**src/rtl/buf_readout_seq_if.sv**
```systemverilog
// RAM read-port and output-stream bundle for buf_readout_seq.
// master = sequencer side, slave = RAM model / stream consumer side.
interface buf_readout_seq_if #(
  parameter int DATAWIDTH = 512,
  parameter int ADDRWIDTH = 10
);
  logic                 ram_en;
  logic [ADDRWIDTH-1:0] ram_addr;
  logic [DATAWIDTH-1:0] ram_dout;
  logic [DATAWIDTH-1:0] m_tdata;
  logic                 m_tvalid;
  logic                 m_tready;
  logic                 m_tlast;

  modport master (
    output ram_en, ram_addr, m_tdata, m_tvalid, m_tlast,
    input  ram_dout, m_tready
  );

  modport slave (
    input  ram_en, ram_addr, m_tdata, m_tvalid, m_tlast,
    output ram_dout, m_tready
  );
endinterface

```
**src/rtl/buf_readout_seq.sv**
```systemverilog
// Read-side sequencer: fetches nwords wide words from base_addr (wrapping) and streams them out.
// Optional macro BUF_RDOUT_STALL_CNT_EN adds the stall_cnt output.
module buf_readout_seq #(
  parameter int DATAWIDTH = 512,
  parameter int ADDRWIDTH = 10
) (
  input  logic                 clk,
  input  logic                 rstn,
  input  logic                 start,
  input  logic                 abort,
  input  logic [ADDRWIDTH-1:0] base_addr,
  input  logic [ADDRWIDTH:0]   nwords,
  output logic                 busy,
  output logic                 done,
  output logic [1:0]           dbg_state,
`ifdef BUF_RDOUT_STALL_CNT_EN
  output logic [31:0]          stall_cnt,
`endif
  buf_readout_seq_if.master    bus
);

  // IDLE is encoded as 0 so dbg_state reads 0 out of reset.
  typedef enum logic [1:0] {
    ST_IDLE  = 2'd0,
    ST_RUN   = 2'd1,
    ST_DRAIN = 2'd2
  } state_t;

  localparam logic [ADDRWIDTH:0] MAX_WORDS = {1'b1, {ADDRWIDTH{1'b0}}};
  localparam logic [ADDRWIDTH:0] ONE_W     = {{ADDRWIDTH{1'b0}}, 1'b1};

  state_t               state_q;
  logic [ADDRWIDTH-1:0] base_q;
  logic [ADDRWIDTH:0]   nwords_q;
  logic [ADDRWIDTH:0]   issued_q;
  logic [ADDRWIDTH:0]   beats_q;
  logic                 out_q;
  logic                 done_q;
  logic [DATAWIDTH-1:0] fifo_q [2];
  logic                 wr_q;
  logic                 rd_q;
  logic [1:0]           cnt_q;

  logic                 pop;
  logic                 push;
  logic                 ram_en;
  logic [1:0]           cnt_d;
  logic [ADDRWIDTH:0]   issued_d;
  logic [ADDRWIDTH:0]   nwords_clamped;
  logic                 start_ok;

  // Stream handshake: a beat transfers on any edge where m_tvalid && m_tready;
  // while m_tvalid && !m_tready the head word is held and m_tvalid stays high
  // (only abort or reset may drop it).
  assign bus.m_tvalid = (cnt_q != 2'd0);
  assign bus.m_tdata  = bus.m_tvalid ? fifo_q[rd_q] : '0;
  assign bus.m_tlast  = bus.m_tvalid && (beats_q == (nwords_q - ONE_W));
  assign pop          = bus.m_tvalid && bus.m_tready;
  assign push         = out_q;

  // Issue only while the in-flight word plus buffered words, less this cycle's
  // pop, leave room in the 2-entry skid FIFO for the new return.
  assign ram_en = (state_q == ST_RUN) && (issued_q < nwords_q) &&
                  ((3'(out_q) + 3'(cnt_q)) < (3'd2 + 3'(pop)));
  assign bus.ram_en   = ram_en;
  assign bus.ram_addr = base_q + issued_q[ADDRWIDTH-1:0];

  assign cnt_d          = cnt_q + 2'(push) - 2'(pop);
  assign issued_d       = issued_q + {{ADDRWIDTH{1'b0}}, ram_en};
  assign nwords_clamped = (nwords > MAX_WORDS) ? MAX_WORDS : nwords;
  assign start_ok       = (state_q == ST_IDLE) && start && !abort;

  assign busy      = (state_q != ST_IDLE);
  assign done      = done_q;
  assign dbg_state = state_q;

  always_ff @(posedge clk or negedge rstn) begin
    if (!rstn) begin
      state_q  <= ST_IDLE;
      base_q   <= '0;
      nwords_q <= '0;
      issued_q <= '0;
      beats_q  <= '0;
      out_q    <= 1'b0;
      done_q   <= 1'b0;
      wr_q     <= 1'b0;
      rd_q     <= 1'b0;
      cnt_q    <= 2'd0;
    end else if (abort) begin
      // Clearing out_q drops any word still returning from the RAM.
      state_q <= ST_IDLE;
      out_q   <= 1'b0;
      done_q  <= 1'b0;
      wr_q    <= 1'b0;
      rd_q    <= 1'b0;
      cnt_q   <= 2'd0;
    end else begin
      done_q <= 1'b0;
      out_q  <= ram_en;
      cnt_q  <= cnt_d;
      if (push) wr_q <= ~wr_q;
      if (pop) begin
        rd_q    <= ~rd_q;
        beats_q <= beats_q + ONE_W;
      end
      case (state_q)
        ST_IDLE: begin
          if (start_ok) begin
            base_q   <= base_addr;
            nwords_q <= nwords_clamped;
            issued_q <= '0;
            beats_q  <= '0;
            state_q  <= (nwords_clamped == '0) ? ST_DRAIN : ST_RUN;
          end
        end
        ST_RUN: begin
          issued_q <= issued_d;
          if (issued_d == nwords_q) state_q <= ST_DRAIN;
        end
        ST_DRAIN: begin
          if (cnt_d == 2'd0) begin
            state_q <= ST_IDLE;
            done_q  <= 1'b1;
          end
        end
        default: state_q <= ST_IDLE;
      endcase
    end
  end

  // Data storage needs no reset: occupancy and pointers gate what is visible.
  always_ff @(posedge clk) begin
    if (push && !abort) fifo_q[wr_q] <= bus.ram_dout;
  end

`ifdef BUF_RDOUT_STALL_CNT_EN
  logic [31:0] stall_q;

  always_ff @(posedge clk or negedge rstn) begin
    if (!rstn) begin
      stall_q <= '0;
    end else if (start_ok) begin
      stall_q <= '0;
    end else if (bus.m_tvalid && !bus.m_tready && (stall_q != 32'hFFFF_FFFF)) begin
      stall_q <= stall_q + 32'd1;
    end
  end

  assign stall_cnt = stall_q;
`endif

endmodule

```
**src/flat_wrapper.sv**
```systemverilog
// flat-port wrapper written by rule: the top's interface ports become plain ports
module buf_readout_seq_flat 
#(
  parameter int DATAWIDTH = 512,
  parameter int ADDRWIDTH = 10
)
  (clk, rstn, start, abort, base_addr, nwords, busy, done, dbg_state, bus_ram_en, bus_ram_addr, bus_m_tdata, bus_m_tvalid, bus_m_tlast, bus_ram_dout, bus_m_tready);
  buf_readout_seq_if #(.DATAWIDTH(DATAWIDTH), .ADDRWIDTH(ADDRWIDTH)) bus_i ();
  input  logic clk;
  input  logic rstn;
  input  logic start;
  input  logic abort;
  input  logic [ADDRWIDTH-1:0] base_addr;
  input  logic [ADDRWIDTH:0] nwords;
  output logic busy;
  output logic done;
  output logic [1:0] dbg_state;
  output wire logic [$bits(bus_i.ram_en)-1:0] bus_ram_en;
  output wire logic [$bits(bus_i.ram_addr)-1:0] bus_ram_addr;
  output wire logic [$bits(bus_i.m_tdata)-1:0] bus_m_tdata;
  output wire logic [$bits(bus_i.m_tvalid)-1:0] bus_m_tvalid;
  output wire logic [$bits(bus_i.m_tlast)-1:0] bus_m_tlast;
  input wire logic [$bits(bus_i.ram_dout)-1:0] bus_ram_dout;
  input wire logic [$bits(bus_i.m_tready)-1:0] bus_m_tready;
  assign bus_ram_en = bus_i.ram_en;
  assign bus_ram_addr = bus_i.ram_addr;
  assign bus_m_tdata = bus_i.m_tdata;
  assign bus_m_tvalid = bus_i.m_tvalid;
  assign bus_m_tlast = bus_i.m_tlast;
  assign bus_i.ram_dout = bus_ram_dout;
  assign bus_i.m_tready = bus_m_tready;
  buf_readout_seq #(.DATAWIDTH(DATAWIDTH), .ADDRWIDTH(ADDRWIDTH)) u_core (.clk(clk), .rstn(rstn), .start(start), .abort(abort), .base_addr(base_addr), .nwords(nwords), .busy(busy), .done(done), .dbg_state(dbg_state), .bus(bus_i));
endmodule
```
**config.mk**
```make
export PLATFORM = sky130hd
export DESIGN_NAME = buf_readout_seq_flat
export DESIGN_NICKNAME = d
export VERILOG_FILES = /design/src/rtl/buf_readout_seq_if.sv /design/src/rtl/buf_readout_seq.sv /design/src/flat_wrapper.sv
export SDC_FILE = /design/constraint.sdc
export NUM_CORES = 1
export LEC_CHECK = 0
export BUFFER_PORTS_ARGS = -buffer_cell sky130_fd_sc_hd__buf_2
export CAP_MARGIN = 20
export CORE_AREA = 10 10 409 411
export CTS_CLUSTER_SIZE = 28
export DETAILED_ROUTE_END_ITERATION = 6
export DIE_AREA = 0 0 419 421
export REMOVE_ABC_BUFFERS = 1
export SKIP_CTS_REPAIR_TIMING = 1
export SYNTH_ARGS = -nofsm -noshare
export SYNTH_HDL_FRONTEND = slang
export SYNTH_SLANG_ARGS = --single-unit
```
**constraint.sdc**
```tcl
create_clock -name clk -period 52.3 [get_ports clk]
set_input_delay 5.23 -clock clk [delete_from_list [all_inputs] [get_ports clk]]
set_output_delay 5.23 -clock clk [all_outputs]
set_load 0.005 [all_outputs]
```
After elaboration in Yosys (flattened, before gate mapping)
Memories as Yosys holds them, arrays and structs flattened.
Cells that the tools add are included.
{"block": "totals", "reg_bits": 51, "latch_bits": 0, "ram_bits": 1024, "rom_bits": 0, "input_bits": 538, "output_inout_bits": 529, "wordCells": 76, "n_memories": 1}
{"block": "op_classes", "add_sub_neg": 8, "multipliers": 0, "div_mod_pow": 0, "order_cmp": 3, "eq_ne": 8, "shifts": 0, "mux": 24, "bitwise_logic": 3, "reduce_logical": 19}
{"memory": "u_core.fifo_q", "depth": 2, "width": 512, "read_ports": 1, "rd_ports_with_merged_regs": 0, "write_ports": 1, "line": "buf_readout_seq.sv:39", "text": "logic [DATAWIDTH-1:0] fifo_q [2];"}
{"cell": "$mux 512", "n": 1}
{"cell": "$mux 11", "n": 5}
{"cell": "$eq 11x11->1", "n": 2}
{"cell": "$pmux 11 s2", "n": 1}
{"cell": "$mux 2", "n": 6}
{"cell": "$add 11x1->11", "n": 1}
{"cell": "$add 11x1->11 const B", "n": 1}
{"cell": "$gt 11x11->1 const B", "n": 1}
{"cell": "$logic_not 11->1", "n": 1}
{"cell": "$lt 11x11->1", "n": 1}
{"cell": "$sub 11x1->11 const B", "n": 1}
{"cell": "$add 10x10->10", "n": 1}
{"cell": "$mux 1", "n": 10}
{"cell": "$reduce_bool 2->1", "n": 5}
{"cell": "$reduce_and 3->1", "n": 3}
{"cell": "$logic_and 1x1->1", "n": 7}
{"cell": "$ne 3x2->1 const B", "n": 2}
{"cell": "$pmux 2 s3", "n": 1}
{"cell": "$logic_not 2->1", "n": 2}
{"cell": "$add 1x2->3", "n": 1}
{"cell": "$add 2x1->3 const A", "n": 1}
{"cell": "$lt 3x3->1", "n": 1}
{"cell": "$ne 3x3->1 const B", "n": 1}
{"cell": "$not 1->1", "n": 3}
{"cell": "6 further kinds", "n": 6}

Depth between registers and ports, before layout
{"block": "logic_depth", "word_depth": 10, "mapped_depth": 17, "depth_no_buf": 15}

Least setup slack after synthesis
Ideal clock, no wire load.
{"block": "synth_path", "path_type": "input to register", "startpoint": "input port abort", "endpoint": "memory u_core.fifo_q[1][0], enable pin", "setup_time_ns": 2.120, "arrival_time_ns": 42.416, "required_time_ns": 50.180, "setup_slack_ns": 7.764, "path_stages": 2, "path_buffers": 1, "cell_sequence": "clkbuf_1 -> nor3b_1"}
{"block": "synth_between", "elab_chain_cells": 4}
{"item": "from (decl)", "line": "flat_wrapper.sv:12", "text": "input logic abort;"}
{"item": "$logic_not 1->1", "line": "buf_readout_seq.sv:133", "text": "if (push && !abort) fifo_q[wr_q] <= bus.ram_dout;"}
{"item": "$logic_and 1x1->1", "line": "buf_readout_seq.sv:133"}
{"item": "$mux 1", "line": "buf_readout_seq.sv:133"}
{"item": "$mux 1 (not written as such)", "line": "buf_readout_seq.sv:133"}
{"item": "to (decl)", "line": "buf_readout_seq.sv:39"}
Every way passes these cells.

Worst setup path in the final report
{"block": "layout_path", "startpoint": "input port bus_m_tready", "endpoint": "output port bus_ram_en"}
{"block": "layout_between", "elab_chain_cells": 4}
{"item": "from (decl)", "line": "flat_wrapper.sv:24", "text": "input wire logic [$bits(bus_i.m_tready)-1:0] bus_m_tready;"}
{"item": "$logic_and 1x1->1", "line": "buf_readout_seq.sv:58", "text": "assign pop = bus.m_tvalid && bus.m_tready;"}
{"item": "$add 2x1->3", "line": "buf_readout_seq.sv:64", "text": "((3'(out_q) + 3'(cnt_q)) < (3'd2 + 3'(pop)));"}
{"item": "$lt 3x3->1", "line": "buf_readout_seq.sv:64"}
{"item": "$logic_and 1x1->1", "line": "buf_readout_seq.sv:63", "text": "assign ram_en = (state_q == ST_RUN) && (issued_q < nwords_q) &&"}
{"item": "to (decl)", "line": "flat_wrapper.sv:18", "text": "output wire logic [$bits(bus_i.ram_en)-1:0] bus_ram_en;"}
Every way passes these cells.

==> qor.yml <==
fin_tns_setup_ns: 0
crit_arrival_ns: 6.25
grt_pass1_vias: 25769
clock_skew_ns: 0.0529
nets: 4233
dp_hpwl_mm: 95.1
combPwrFrac_pct: 27.1
synth_area_um2: 41900
initial_utilization_pct: 26.3
area_growth_pct: 27.1
critPathLaunchType: "input pin"
insertion_delay_ns: 0.72
yosysSeqAreaShare_pct: 76.4
synth_top_cell_area_share_pct: 73.4
cap_violations: 0
cts_root_buf: "clkbuf_16"
num_vias: 25521
crit_path_end_kind: "output port"
clk_pin_slew_ns: 0.06
fin_crit_sh_pct: 22.0
crit_path_max_fanout: 5
r2r_cells: 14
drive_gt1_share_pct: 33.8
wirelength_mm: 131
final_hold_viol_count: 0
irDropWorstVdd_mv: 0.0289
crit_required_ns: 47.07
final-max-slew-violation-count: 0
post-route-util_pct: 33.4
ys_async_sr_fraction_pct: 4.74
final_cell_mix: "1066 x buf_2, 1024 x edfxtp_1, 553 x nor2_1, 513 x mux2i_1, 115 x clkbuf_16"
run_status: "complete, no violations"
drc: 0
overflow: 0
ff2ff_setup_slack_ns: 48.60
num_rows: 147
cell_internal_pwr_mw: 1.73
synth_largest_area_cell: "edfxtp_1"
cts_tree: "done"
die_area_um2: 176000
hold_path_class: "reg2reg"
vias_per_cell: 4.35
crit_type: "in2out"
gp_congestion: 0.855
final_common_cell: "buf_2"
r2r-end: "u_core.dbg_state[1]"
p_sw_share_pct: 31.4
synthFlopType: "edfxtp_1"
setup_viol: 0
final.min_clock_period_ns: 11.48
grt_pass1_wl_mm: 183
worstReg2RegStart: "u_core.issued_q[5]"
core_area_um2: 159000
synth_cells: 2587
p_clk_share_pct: 30.6
ys_ff_latch: 1075
power_density_nw_per_um2: 47.4
wire_per_inst_um: 22.3
antenna_found_initial: 66
grt_max_degree: 167
io_pins: 1067
synth-edff-count: 1024
max_freq_mhz: 87.1
htreeDepth: 3
hold_depth: 2
synth-warning-count: 0
n_fill_cell: 15579
synth_area_per_cell_um2: 16.2
drtAntennaViolNets: 0
p_sw_uw: 792
slew_headroom_pct: 26.9
io_buffers: 1066
yosys.cell_types.count: 55
cts_inserted_buffers: 114
cts_buffer_depth: 3
power_frac_seq_pct: 42.2
power_leakage_nw: 19.8
die_h_um: 421
crit_path_start: "bus_m_tready"
synthTopCellsByArea: "edfxtp_1 73%, mux2i_1 12%, nor2_1 5.0%"
firstDrtPassIters: 5
setup_slack_ns: 40.82
whs_endpoint: "u_core.base_q[8]"
hold_start: "u_core.base_q[8]"
tightest_slew_ns: 1.10
die_x_um: 419
grt_setup_unrepaired: "no"
clock-sinks: 1075
pre_cts_ws_ns: 40.84
grt_use_total_pct: 14.1
drt_iter0_markers: 1852
final cells by class:
cell class                 count  area, um2  area share (%)
clock inverter                68        602            1.13
tap                         2086       2610            4.90
sequential                  1075      32000            60.1
inverter                      23       86.3           0.162
clock buffer                 141       2980            5.58
antenna                       26       65.1           0.122
multi-input combinational   1359       9270            17.4
timing repair buffer        1094       5650            10.6
Yosys cell counts (3+ instances only):
cell / number
edfxtp_1: 1024
nor2_1: 555
mux2i_1: 513
clkbuf_1: 72
buf_2: 54
nand2_1: 53
dfrtp_1: 51
o21ai_0: 39
xnor2_1: 29
ha_1: 27
inv_1: 23
xor2_1: 19
nand3_1: 16
nor3_1: 10
a21oi_1: 8
and3_1: 7
nand3b_1: 7
nor2b_1: 6
and4_1: 5
nand4_1: 5
o31ai_1: 5
a211oi_1: 4
buf_1: 4
or3_1: 4
a31oi_1: 3
o21a_1: 3
routing by layer:
metal	up-vias	GRT usage, %	share of wire [%]
met5	-	0	0.31
li1	11767	-	-
met3	261	5.11	8.4
met1	12587	15.6	37
met4	62	5.86	3.5
met2	844	24.3	50
flip-flops by register name (all words and copies together), names as in the netlist, 2 cells and up:
register	count
u_core.base_q	10
u_core.beats_q	11
u_core.fifo_q	1024
u_core.cnt_q	2
u_core.dbg_state	2
u_core.issued_q	11
u_core.nwords_q	11
critical path: stages:
cell and delay, ns:
buf_2 0.08, o21ai_1 0.15, o21ai_0 0.27, o2111ai_1 0.17, nor2_1 0.19, buf_2 0.16
power by group through the flow:
stage	Clock, mW	Sequential, mW	Combinational (mW)
6_report	0.773	1.07	0.685
5_1_grt	0.826	1.07	0.743
4_1_cts	0.794	1.07	0.701
3_5_place_dp	0	1.08	0.698
3_3_place_gp	0	1.08	0.697
2_1_floorplan	0	1.23	0.683
kinds of logic after synthesis:
kind of cell             after synthesis  share of synthesized area [%]
flip-flops                          1075                           76.4
AND/OR/NAND/NOR                      686                           6.68
multiplexers                         513                           12.3
buffers and inverters                153                           1.53
AO/OA/AOI/OAI                         84                           1.27
XOR/XNOR                              48                           1.00
adder cells (fa/ha/maj)               28                          0.854
per-stage QoR:
step                hold slack, ns  instances  area [um2]  total power [mW]
floorplan                    0.450       2457       41400              1.92
global placement             0.469       5637       49600              1.78
detailed placement           0.470       5637       49600              1.78
CTS                          0.484       5846       53200              2.56
global route                 0.510       5864       53300              2.64
finish                       0.484       5872       53300              2.52
worst max path at each step:
stage	endpoint	cells after the start	slack (ns)
after floorplan	u_core.fifo_q[1][0]	1	8.05
after global placement	bus_ram_en	6	40.79
after detailed placement	bus_ram_en	6	40.84
after CTS	bus_ram_en	6	40.82
after global routing	bus_ram_en	6	40.73
final	bus_ram_en	6	40.82
Note: power is estimated with default switching activity, not from simulation.
